$ cat src/rtl/gate_tester_pkg.sv
// Shared definitions for the 2-input gate tester: function codes, expected
// truth tables (bit index = {a,b}) and the FSM state encoding.
package gate_tester_pkg;

  localparam logic [2:0] FUNC_AND   = 3'd0;
  localparam logic [2:0] FUNC_OR    = 3'd1;
  localparam logic [2:0] FUNC_NAND  = 3'd2;
  localparam logic [2:0] FUNC_NOR   = 3'd3;
  localparam logic [2:0] FUNC_XOR   = 3'd4;
  localparam logic [2:0] FUNC_XNOR  = 3'd5;
  localparam logic [2:0] FUNC_NOT_A = 3'd6;
  localparam logic [2:0] FUNC_BUF_A = 3'd7;

  // Indexed by function code; bit3..bit0 = combos 11,10,01,00.
  localparam logic [3:0] EXP_TT [8] = '{
    4'b1000,  // AND
    4'b1110,  // OR
    4'b0111,  // NAND
    4'b0001,  // NOR
    4'b0110,  // XOR
    4'b1001,  // XNOR
    4'b0011,  // NOT_A
    4'b1100   // BUF_A
  };

  typedef enum logic [1:0] {
    ST_IDLE   = 2'd0,
    ST_SETTLE = 2'd1,
    ST_SAMPLE = 2'd2,
    ST_DONE   = 2'd3
  } state_t;

endpackage

$ cat src/rtl/gate_tt_lut.sv
// Combinational lookup from a gate function code to its expected truth table.
module gate_tt_lut
  import gate_tester_pkg::*;
(
  input  logic [2:0] func_q,
  output logic [3:0] expected
);

  always_comb begin
    expected = EXP_TT[func_q];
  end

endmodule

$ cat src/rtl/gate_tester.sv
// Stimulus/response engine that walks a 2-input gate through all four input
// combos and checks the result. Optional macro GATE_TESTER_SYNC_EN adds a
// 2-flop synchronizer on dut_y and stretches each settle window by 2 cycles.
//
// Handshake: start is a level request accepted on any edge where the FSM is
// in IDLE or DONE; while busy=1 start/func_sel are ignored. done is a level
// that stays high until the next accepted start or reset.
module gate_tester
  import gate_tester_pkg::*;
#(
  parameter int SETTLE_CYCLES = 2,
  parameter int CNT_W         = 8
) (
  input  logic       clk,
  input  logic       rst_n,
  input  logic       start,
  input  logic [2:0] func_sel,
  output logic       dut_a,
  output logic       dut_b,
  input  logic       dut_y,
  output logic       busy,
  output logic       done,
  output logic       pass,
  output logic [3:0] tt_obs,
  output logic [3:0] fail_vec,
  output logic [1:0] state_dbg
);

`ifdef GATE_TESTER_SYNC_EN
  localparam int SETTLE_LEN = SETTLE_CYCLES + 2;
`else
  localparam int SETTLE_LEN = SETTLE_CYCLES;
`endif
  localparam logic [CNT_W-1:0] SETTLE_END = CNT_W'(SETTLE_LEN - 1);

  state_t           state, state_nxt;
  logic [1:0]       idx;
  logic [CNT_W-1:0] cnt;
  logic [2:0]       func_q;
  logic [3:0]       expected;
  logic             y_smp;
  logic             accept;

`ifdef GATE_TESTER_SYNC_EN
  logic [1:0] sync_q;

  always_ff @(posedge clk or negedge rst_n) begin
    if (!rst_n) begin
      sync_q <= 2'b00;
    end else begin
      sync_q <= {sync_q[0], dut_y};
    end
  end

  assign y_smp = sync_q[1];
`else
  assign y_smp = dut_y;
`endif

  gate_tt_lut u_lut (
    .func_q   (func_q),
    .expected (expected)
  );

  assign accept = start && ((state == ST_IDLE) || (state == ST_DONE));

  always_ff @(posedge clk or negedge rst_n) begin
    if (!rst_n) begin
      state <= ST_IDLE;
    end else begin
      state <= state_nxt;
    end
  end

  always_comb begin
    state_nxt = state;
    case (state)
      ST_IDLE:   if (start) state_nxt = ST_SETTLE;
      ST_SETTLE: if (cnt == SETTLE_END) state_nxt = ST_SAMPLE;
      ST_SAMPLE: state_nxt = (idx == 2'd3) ? ST_DONE : ST_SETTLE;
      ST_DONE:   if (start) state_nxt = ST_SETTLE;
      default:   state_nxt = ST_IDLE;
    endcase
  end

  always_comb begin
    busy      = (state == ST_SETTLE) || (state == ST_SAMPLE);
    state_dbg = state;
  end

  // Results are published one cycle into DONE, once tt_obs holds all 4 combos.
  always_ff @(posedge clk or negedge rst_n) begin
    if (!rst_n) begin
      idx      <= 2'd0;
      cnt      <= '0;
      func_q   <= 3'd0;
      dut_a    <= 1'b0;
      dut_b    <= 1'b0;
      tt_obs   <= 4'd0;
      done     <= 1'b0;
      pass     <= 1'b0;
      fail_vec <= 4'd0;
    end else if (accept) begin
      func_q         <= func_sel;
      idx            <= 2'd0;
      {dut_a, dut_b} <= 2'b00;
      cnt            <= '0;
      tt_obs         <= 4'd0;
      done           <= 1'b0;
      pass           <= 1'b0;
      fail_vec       <= 4'd0;
    end else begin
      case (state)
        ST_SETTLE: cnt <= cnt + 1'b1;
        ST_SAMPLE: begin
          tt_obs[idx] <= y_smp;
          if (idx != 2'd3) begin
            idx            <= idx + 2'd1;
            {dut_a, dut_b} <= idx + 2'd1;
            cnt            <= '0;
          end
        end
        ST_DONE: begin
          done     <= 1'b1;
          fail_vec <= tt_obs ^ expected;
          pass     <= (tt_obs == expected);
        end
        default: ;
      endcase
    end
  end

endmodule
$ cat config.mk
export PLATFORM = sky130hd
export DESIGN_NAME = gate_tester
export DESIGN_NICKNAME = d
export VERILOG_FILES = /design/src/rtl/gate_tester_pkg.sv /design/src/rtl/gate_tt_lut.sv /design/src/rtl/gate_tester.sv
export SDC_FILE = /design/constraint.sdc
export NUM_CORES = 1
export LEC_CHECK = 0
export ABC_AREA = 1
export BUFFER_PORTS_ARGS = -buffer_cell sky130_fd_sc_hd__clkbuf_2
export CAP_MARGIN = 25
export CORE_ASPECT_RATIO = 1.1
export CORE_UTILIZATION = 55
export DETAILED_ROUTE_END_ITERATION = 6
export GPL_ROUTABILITY_DRIVEN = 1
export PLACE_DENSITY = 0.78
export SLEW_MARGIN = 20
export SYNTH_ARGS = -nofsm -noshare
export SYNTH_HDL_FRONTEND = slang
export SYNTH_SLANG_ARGS = --single-unit
export TNS_END_PERCENT = 10
$ cat constraint.sdc
create_clock -name clk -period 1.7 [get_ports clk]
set_input_delay 0.34 -clock clk [delete_from_list [all_inputs] [get_ports clk]]
set_output_delay 0.34 -clock clk [all_outputs]
set_load 0.01 [all_outputs]
# Word level (Yosys, flattened, before mapping)
# Memory sizes are Yosys's and may differ from the RTL's.
# Index checks and enable logic that the tools add are counted.
# word_totals
word_cells	70
out_inout_bits	15
mem_bits_ro	32
input_bits	7
reg_bits	27
memories	1
# op_classes
add_sub_neg	2
n_reduce_logical	13
n_eq_ne	10
muxes	29
bitwise_logic	2
order_cmp	3
# memory_table
memory	words	width	rd	rd_ports_with_merged_regs	wr	line	text
(name not given)	8	4	1	0	0	gate_tt_lut.sv:10	expected = EXP_TT[func_q];
# op_table
op	count
$mux W4	6
$mux W8	2
$pmux W8 S2	1
$mux W2	6
$mux W1	11
$add A8 B1 Y8 const B	1
$eq A8 B1 Y1 const B	1
$eq A2 B2 Y1 const B	3
$pmux W2 S3	1
$reduce_and A2 Y1	3
$reduce_bool A2 Y1	3
$bwmux W4	1
$eq A4 B4 Y1	1
$ge A4 B4 Y1 const B	1
$ne A2 B2 Y1 const B	2
$not A3 Y4	1
$xor A4 B4 Y4	1
$lt A2 B3 Y1 const B	1
$ne A3 B2 Y1 const B	1
$reduce_bool A3 Y1	1
$add A2 B1 Y2 const B	1
$demux W1 S2	1
$eq A2 B1 Y1 const B	1
$ge A2 B1 Y1 const B	1
5 further kinds	7

# Depth between registers and ports, before layout
# Gate-level depths: netlist of run 1.
# depth
depth_word	7
depth_mapped	10
mapped_depth_nobuf	10

# Cells and area by module
# A second synthesis of run 1 with hierarchy kept.
# hier_totals
hier_cells	179
area_unflattened_um2	1425.1
# by_module_without_submodules
module	instances	area_per_inst_um2	cells_each	seq_area_each_um2
gate_tester	1	1351.3	163	625.6
gate_tt_lut	1	73.8	16	0.0

# Least setup slack after synthesis of run 1
# OpenSTA, ideal clock, no wires.
# synth_path
path_kind	reg2reg
startpoint	reg state[0], in the netlist state_dbg[0]
endpoint	reg pass
synth_period_minus_slack_ps	1508
setup_slack_ps	192
path_buffers	0
setup_ps	65
required_time_ps	1635
arrival_ps	1443
stages_incl_launch_ff	10
path_cell_list	dfrtp_1 > inv_1 > ha_1 > nand2_4 > inv_2 > nor2_4 > nand3_1 > nor2_1 > nand2_1 > nand2_1
# synth_between
elab_chain_cells	4
word_cells_on_any_way	6
classes_between	eq/ne (1); mux (1); reduce/logical (4)
# synth_lines
element	line	text
start, declared	gate_tester.sv:36	state_t state, state_nxt;
start signal, assigned	gate_tester.sv:71	state <= state_nxt;
$eq A2 B2 Y1 or $logic_not A2 Y1 (tied branches)	gate_tester.sv:65, gate_tester.sv:113	
$logic_or A1 B1 Y1	gate_tester.sv:65	assign accept = start && ((state == ST_IDLE) || (state == ST_DONE));
$logic_and A1 B1 Y1	gate_tester.sv:65	
$mux W1 or $reduce_bool A2 Y1 (tied branches)	-	
end signal, assigned	gate_tester.sv:126	pass <= (tt_obs == expected);
end, declared	gate_tester.sv:23	output logic pass,
# Parallel ways exist; a longest one is shown, timed or not.
# A chain may end at the register's enable or synchronous reset.

# Final worst setup path of run 1
# layout_path
startpoint	reg state[0], in the netlist state_dbg[0]
endpoint	out busy
# layout_between
elab_chain_cells	2
word_cells_on_any_way	3
classes_between	eq/ne (2); reduce/logical (1)
# layout_lines
element	line	text
$eq A2 B1 Y1 or $eq A2 B2 Y1 (tied branches)	gate_tester.sv:87	busy = (state == ST_SETTLE) || (state == ST_SAMPLE);
$logic_or A1 B1 Y1 *	gate_tester.sv:87	
end, declared	gate_tester.sv:21	output logic busy,
# Every way passes the cells marked *; elsewhere a longest branch is shown, timed or not.

==> impl_metrics.env, run 1 <==
export IMPL_clk_latency_ps=320
export IMPL_worst_pin_slew_ps=641
export IMPL_setup_ws_ps=48.0
export IMPL_critical_path_max_stage_delay_ps=370
export IMPL_min_period_over_period=0.972
export IMPL_clk_pin_slew_ps=140
export IMPL_crit_path_start="state_dbg[0]"
export IMPL_route_detailed_drc=0
export IMPL_dpl_worst_slack_ps=97.0
export IMPL_ys_seq_area_frac=0.437
export IMPL_fp_dieW_um=50.7
export IMPL_clock_root_buffer="clkbuf_4"
export IMPL_internal_power_mw=1.47
export IMPL_met1_usage=0.292
export IMPL_wire_per_inst_um=12.7
export IMPL_vias=1288
export IMPL_cp_arrival_ps=1310
export IMPL_tritoncts="yes"
export IMPL_grt_max_degree=26
export IMPL_busiest_layer="met2"
export IMPL_core_area_sq_mm=0.00247
export IMPL_io_pins=22
export IMPL_slew_violations=0
export IMPL_grt_met3_usage=0.0248
export IMPL_syn_nets=197
export IMPL_sw_frac_of_total=0.491
export IMPL_antenna_found_initial=0
export IMPL_ir_worst_vdd_mv=0.980
export IMPL_ctsResizeCount=0
export IMPL_fin_crit_ps=1650
export IMPL_clock_skew_ps=7.28
export IMPL_wl_um=3030
export IMPL_htreeDepth=1
export IMPL_clkSinkCount=25
export IMPL_initial_core_util=0.579
export IMPL_clkPwrFrac=0.094
export IMPL_yosysUniqueCellTypes=22
export IMPL_synth_main_ff_cell="dfrtp_1"
export IMPL_grt_pass1_vias=1283
export IMPL_end_kind="output pin"
export IMPL_clk_path_buf_depth=2
export IMPL_cellLeakagePower_nw=0.872
export IMPL_cp_slowest_cell="dfrtp_1"
export IMPL_dieArea_sq_mm=0.00281
export IMPL_stdcell_area_sq_mm=0.00162
export IMPL_seqPwrFrac=0.333
export IMPL_fp_row_count=19
export IMPL_setup_violations=0
export IMPL_rsz0062_at_grt="yes"
export IMPL_synthTopCellsByCount="nand2_1, inv_1, dfrtp_1"
export IMPL_yosysTopAreaCellShare=0.437
export IMPL_criticalPathCategory="reg2out"
export IMPL_gp_congestion=0.839
export IMPL_cpLargestDelayFamily="flip-flops"
export IMPL_antenna_cells=0
export IMPL_reg2reg_from="state_dbg[1]"
export IMPL_outcome="complete, no violations"
export IMPL_syn_instance_count=180
export IMPL_gr_usage_met2=0.480
export IMPL_maxCapViolations=0
export IMPL_ant_nets=0
export IMPL_crit_path_start_kind="register"
export IMPL_avgSynthCellArea_sq_um=7.96
export IMPL_die_h_um=55.5
export IMPL_postCtsHoldBufs=0
export IMPL_p_sw_mw=1.42
export IMPL_numCtsBuffers=3
export IMPL_grt_pass1_wl_um=5450
export IMPL_cp_cell_sequence="inv_1, ha_1, inv_1, clkbuf_2"
export IMPL_drtPass1Iterations=4
export IMPL_async_flop_share=1.00
export IMPL_worstPathMaxFanout=3
export IMPL_timing_setup_tns_ps=0
export IMPL_yosysMostFrequentCell="nand2_1"
export IMPL_combPwrFrac=0.573
export IMPL_cp_required_ps=1360
export IMPL_dp_hpwl_um=2310
export IMPL_drtIter0Drc=45
export IMPL_track_usage=0.251
export IMPL_synth_top_area_cell="dfrtp_1"
export IMPL_finalNonFillerCells=238
export IMPL_slew_headroom=0.572
export IMPL_critPathMostFrequentCell="inv_1"
export IMPL_portBuffers=21
export IMPL_final_hold_viol_count=0
export IMPL_p_per_area_mw_per_mm2=1780
export IMPL_final_nets=225
export IMPL_syn_area_sq_mm=0.00143
export IMPL_synth_edf_count=0
export IMPL_critPathBufInv=3
export IMPL_post_dp_cell_area_sq_mm=0.00158
export IMPL_synthTopCellsByArea="dfrtp_1, nand2_1, ha_1"
export IMPL_hold_class="in2async"
export IMPL_placed_cells=232
export IMPL_syn2layout_area_growth_pct=13.2
export IMPL_via_per_inst=5.41
export IMPL_gr_total_overflow=0
export IMPL_ys_ff_latch=25
export IMPL_yosys_warnings=0
export IMPL_layout_drive_gt1_share=0.188
export IMPL_clock_fmax_mhz=605
==> path summary, 6_finish.rpt <==
check,endpoint,slack [ps],cells past startpoint
max,busy,50,4
max in group asynchronous,cnt[0],1270,1
max reg2reg,cnt[4],190,9
min,tt_obs[3],20,1
min in group clk,func_q[1],240,3
min reg2reg,fail_vec[2],500,2
==> cells by family (layout without fill, tap and decap cells) <==
kind of cell | after synthesis | after routing | synth area share
flip-flops | 25 | 25 | 0.437
buffers and inverters | 27 | 54 | 0.0707
AND/OR/NAND/NOR | 89 | 89 | 0.295
adder cells (fa/ha/maj) | 10 | 10 | 0.0873
AO/OA/AOI/OAI | 29 | 29 | 0.110
==> layer usage <==
| layer | share of wire | routed length (um) |
|---|---|---|
| met2 | 0.53 | 1620 |
| met1 | 0.43 | 1310 |
| met3 | 0.032 | 96 |
| met5 | 0 | 0 |
| met4 | 0.0033 | 10 |
==> repair_timing <==
action | 4_1_cts | 5_1_grt
setup endpoints to repair | 1 | 1
pin swaps | 0 | 0
setup buffers | 2 | 0
==> cell usage in the layout, fill, tap and decap left out, drive strengths merged <==
| master | n |
|---|---|
| dfrtp | 25 |
| clkinvlp | 1 |
| o21a | 1 |
| o21ai | 14 |
| o31ai | 1 |
| a22o | 1 |
| nand2 | 49 |
| clkbuf | 24 |
| inv | 27 |
| ha | 10 |
| nor2 | 14 |
| nand4 | 1 |
| nor3 | 1 |
| nand3 | 20 |
| a21oi | 11 |
| or2 | 3 |
| buf | 2 |
| and3 | 1 |
| o32ai | 1 |
==> worst register-to-register path, cell delays in order (launching register included) <==
cell and delay (ps):
dfrtp_1 420, buf_4 150, inv_1 70, ha_1 160
inv_1 110, nand3_4 120, nand2_4 80, inv_1 120
nand3_1 80, a21oi_1 150
==> metrics by stage <==
step | power [mW] | hold slack [ps] | utilization
CTS | 2.90 | 11.5 | 0.656
detailed placement | 2.58 | 389 | 0.638
finish | 2.89 | 15.3 | 0.656
floorplan | 2.11 | 44.4 | -
global route | 3.19 | 44.2 | 0.656
global placement | 2.51 | 382 | 0.638
==> state kept, by name, summed over array words and instances (netlist names) <==
signal,flops
cnt,8
fail_vec,4
tt_obs,4
func_q,3
state_dbg,2
done,1
dut_a,1
idx,1
pass,1
==> area by class of cell <==
cell class	instances	area, sq um
Multi-Input combinational cell	128	706
Tap cell	31	38.8
Clock buffer	3	22.5
Fill cell	211	851
Inverter	27	101
Sequential cell	25	626
Clock inverter	1	7.51
Timing Repair Buffer	23	120
==> power groups by stage <==
stage | logic (mW) | registers, mW | clock network, mW
floorplan | 1.10 | 1.01 | 0
global placement | 1.53 | 0.980 | 0
detailed placement | 1.59 | 0.994 | 0
CTS | 1.66 | 0.959 | 0.287
global route | 1.90 | 0.986 | 0.304
finish | 1.66 | 0.963 | 0.272
(Power assumes the default switching activity.)
==> inputs of run 2 (changes only) <==
Settings changed: SKIP_LAST_GASP from default to 1.
Clock period 1.7 ns to 2 ns, I/O delays scaled along.
==> run 2 against run 1 <==
  * Worst hold slack gained 42 ps
  * Critical path type unchanged
  * Non-clock buffer count is 2 lower
  * Highest routed layer unchanged
  * Sequential share of layout area is 0.45 points higher
  * Global-route usage fell by 0.36 points
==> impl_metrics.env, run 2 (synthesis results as in run 1) <==
export IMPL_core_area_sq_mm=0.00247
export IMPL_slew_headroom=0.586
export IMPL_ir_worst_vdd_mv=0.790
export IMPL_post_dp_cell_area_sq_mm=0.00158
export IMPL_top_register="cnt"
export IMPL_cp_arrival_ps=1450
export IMPL_postCtsHoldBufs=0
export IMPL_grt_pass1_vias=1263
export IMPL_final_hold_viol_count=0
export IMPL_postLayoutCoreUtil=0.648
export IMPL_clk_latency_ps=330
export IMPL_clock_skew_ps=9.22
export IMPL_numCtsBuffers=3
export IMPL_hold_class="in2async"
export IMPL_setup_violations=0
export IMPL_clk_path_buf_depth=2
export IMPL_fin_crit_ps=1850
export IMPL_largest_reg_flops=8
export IMPL_portBuffers=21
export IMPL_final_nets=223
export IMPL_via_per_inst=5.41
export IMPL_track_usage=0.248
export IMPL_grt_max_degree=26
export IMPL_clock_fmax_mhz=540
export IMPL_rsz0062_at_grt="no"
export IMPL_critPathMostFrequentCell="inv_1"
export IMPL_maxCapViolations=0
export IMPL_slew_violations=0
export IMPL_cp_slowest_cell="dfrtp_1"
export IMPL_wire_per_inst_um=12.7
export IMPL_htreeDepth=1
export IMPL_antenna_found_initial=0
export IMPL_layout_drive_gt1_share=0.176
export IMPL_drtIter0Drc=26
export IMPL_placed_cells=232
export IMPL_die_h_um=55.5
export IMPL_end_kind="output pin"
export IMPL_gr_total_overflow=0
export IMPL_io_pins=22
export IMPL_fp_dieW_um=50.7
export IMPL_grt_pass1_wl_um=5260
export IMPL_worstPathMaxFanout=6
export IMPL_crit_path_start_kind="register"
export IMPL_min_period_over_period=0.925
export IMPL_drtPass1Iterations=4
export IMPL_tritoncts="yes"
export IMPL_syn2layout_area_growth_pct=11.9
export IMPL_finalNonFillerCells=236
export IMPL_route_detailed_drc=0
export IMPL_wl_um=3000
export IMPL_criticalPathCategory="reg2out"
export IMPL_vias=1276
export IMPL_dieArea_sq_mm=0.00281
export IMPL_fp_row_count=19
export IMPL_timing_setup_tns_ps=0
export IMPL_postCtsSetupBuffers=0
export IMPL_cellLeakagePower_nw=0.863
export IMPL_dp_hpwl_um=2310
export IMPL_ant_nets=0
export IMPL_worst_r2r_cell_count=9
export IMPL_critical_path_max_stage_delay_ps=450
export IMPL_outcome="complete, no violations"
export IMPL_p_per_area_mw_per_mm2=1520
export IMPL_cp_required_ps=1600
export IMPL_gp_congestion=0.813
export IMPL_clock_root_buffer="clkbuf_4"
export IMPL_layout_common_cells="nand2_1, inv_1, dfrtp_1, clkbuf_2, nand3_1"
export IMPL_cp_cell_sequence="inv_1, ha_1, inv_1, clkbuf_2"
export IMPL_worst_pin_slew_ps=622
export IMPL_initial_core_util=0.579
export IMPL_top_regs="cnt (8), fail_vec (4), tt_obs (4)"
export IMPL_clk_pin_slew_ps=140
export IMPL_clkSinkCount=25
export IMPL_hold_slack_ps=57.5
export IMPL_final_common_cell="nand2_1"
export IMPL_antenna_cells=0
export IMPL_stdcell_area_sq_mm=0.00160
export IMPL_ctsResizeCount=0
run 2: cell count changes in the layout (fill, tap and decap cells not counted):
cell,delta
clkinvlp_4,-1
clkbuf_1,+1
buf_4,-2
run 2: area by class of cell:
class	count	area (sq um)
multi-input cells	128	706
flip-flops and latches	25	626
well taps	31	38.8
fillers	208	870
inverters	27	101
repair buffers	21	105
clock buffers	4	26.3
run 2: through the flow:
stage / worst slack [ps] / power (mW)
floorplan: 492 / 1.79
global placement: 482 / 2.13
detailed placement: 400 / 2.19
CTS: 147 / 2.43
global route: 28.2 / 2.67
finish: 150 / 2.43
run 2: final timing paths:
check / startpoint / to / slack (ps)
setup / recovery: state_dbg[0] / busy / 150
hold / removal: rst_n / pass / 60
setup reg to reg: state_dbg[0] / pass / 360
hold reg to reg: fail_vec[2] / fail_vec[2] / 500
max in group asynchronous: rst_n / idx[0] / 1530
min in group clk: func_sel[0] / func_q[0] / 300
run 2: routing by layer:
| metal | global-route usage | part of all wire | vias up |
|---|---|---|---|
| met4 | 0.107 | 0.021 | 0 |
| li1 | - | - | 629 |
| met5 | 0 | 0 | - |
| met1 | 0.273 | 0.43 | 608 |
| met2 | 0.463 | 0.52 | 32 |
| met3 | 0.0275 | 0.030 | 7 |
run 2: worst max-delay path: cells and delay by family, from the launching register on:
family | cells | cell delay (ps)
buffers and inverters | 3 | 310
adders and majority gates | 1 | 350
DFF | 1 | 450
run 2: power breakdown:
| part | total [mW] | internal [mW] | switching, mW |
|---|---|---|---|
| logic | 1.36 | 0.482 | 0.879 |
| clock network | 0.234 | 0.0783 | 0.156 |
| registers | 0.836 | 0.670 | 0.165 |
| total | 2.43 | 1.23 | 1.20 |
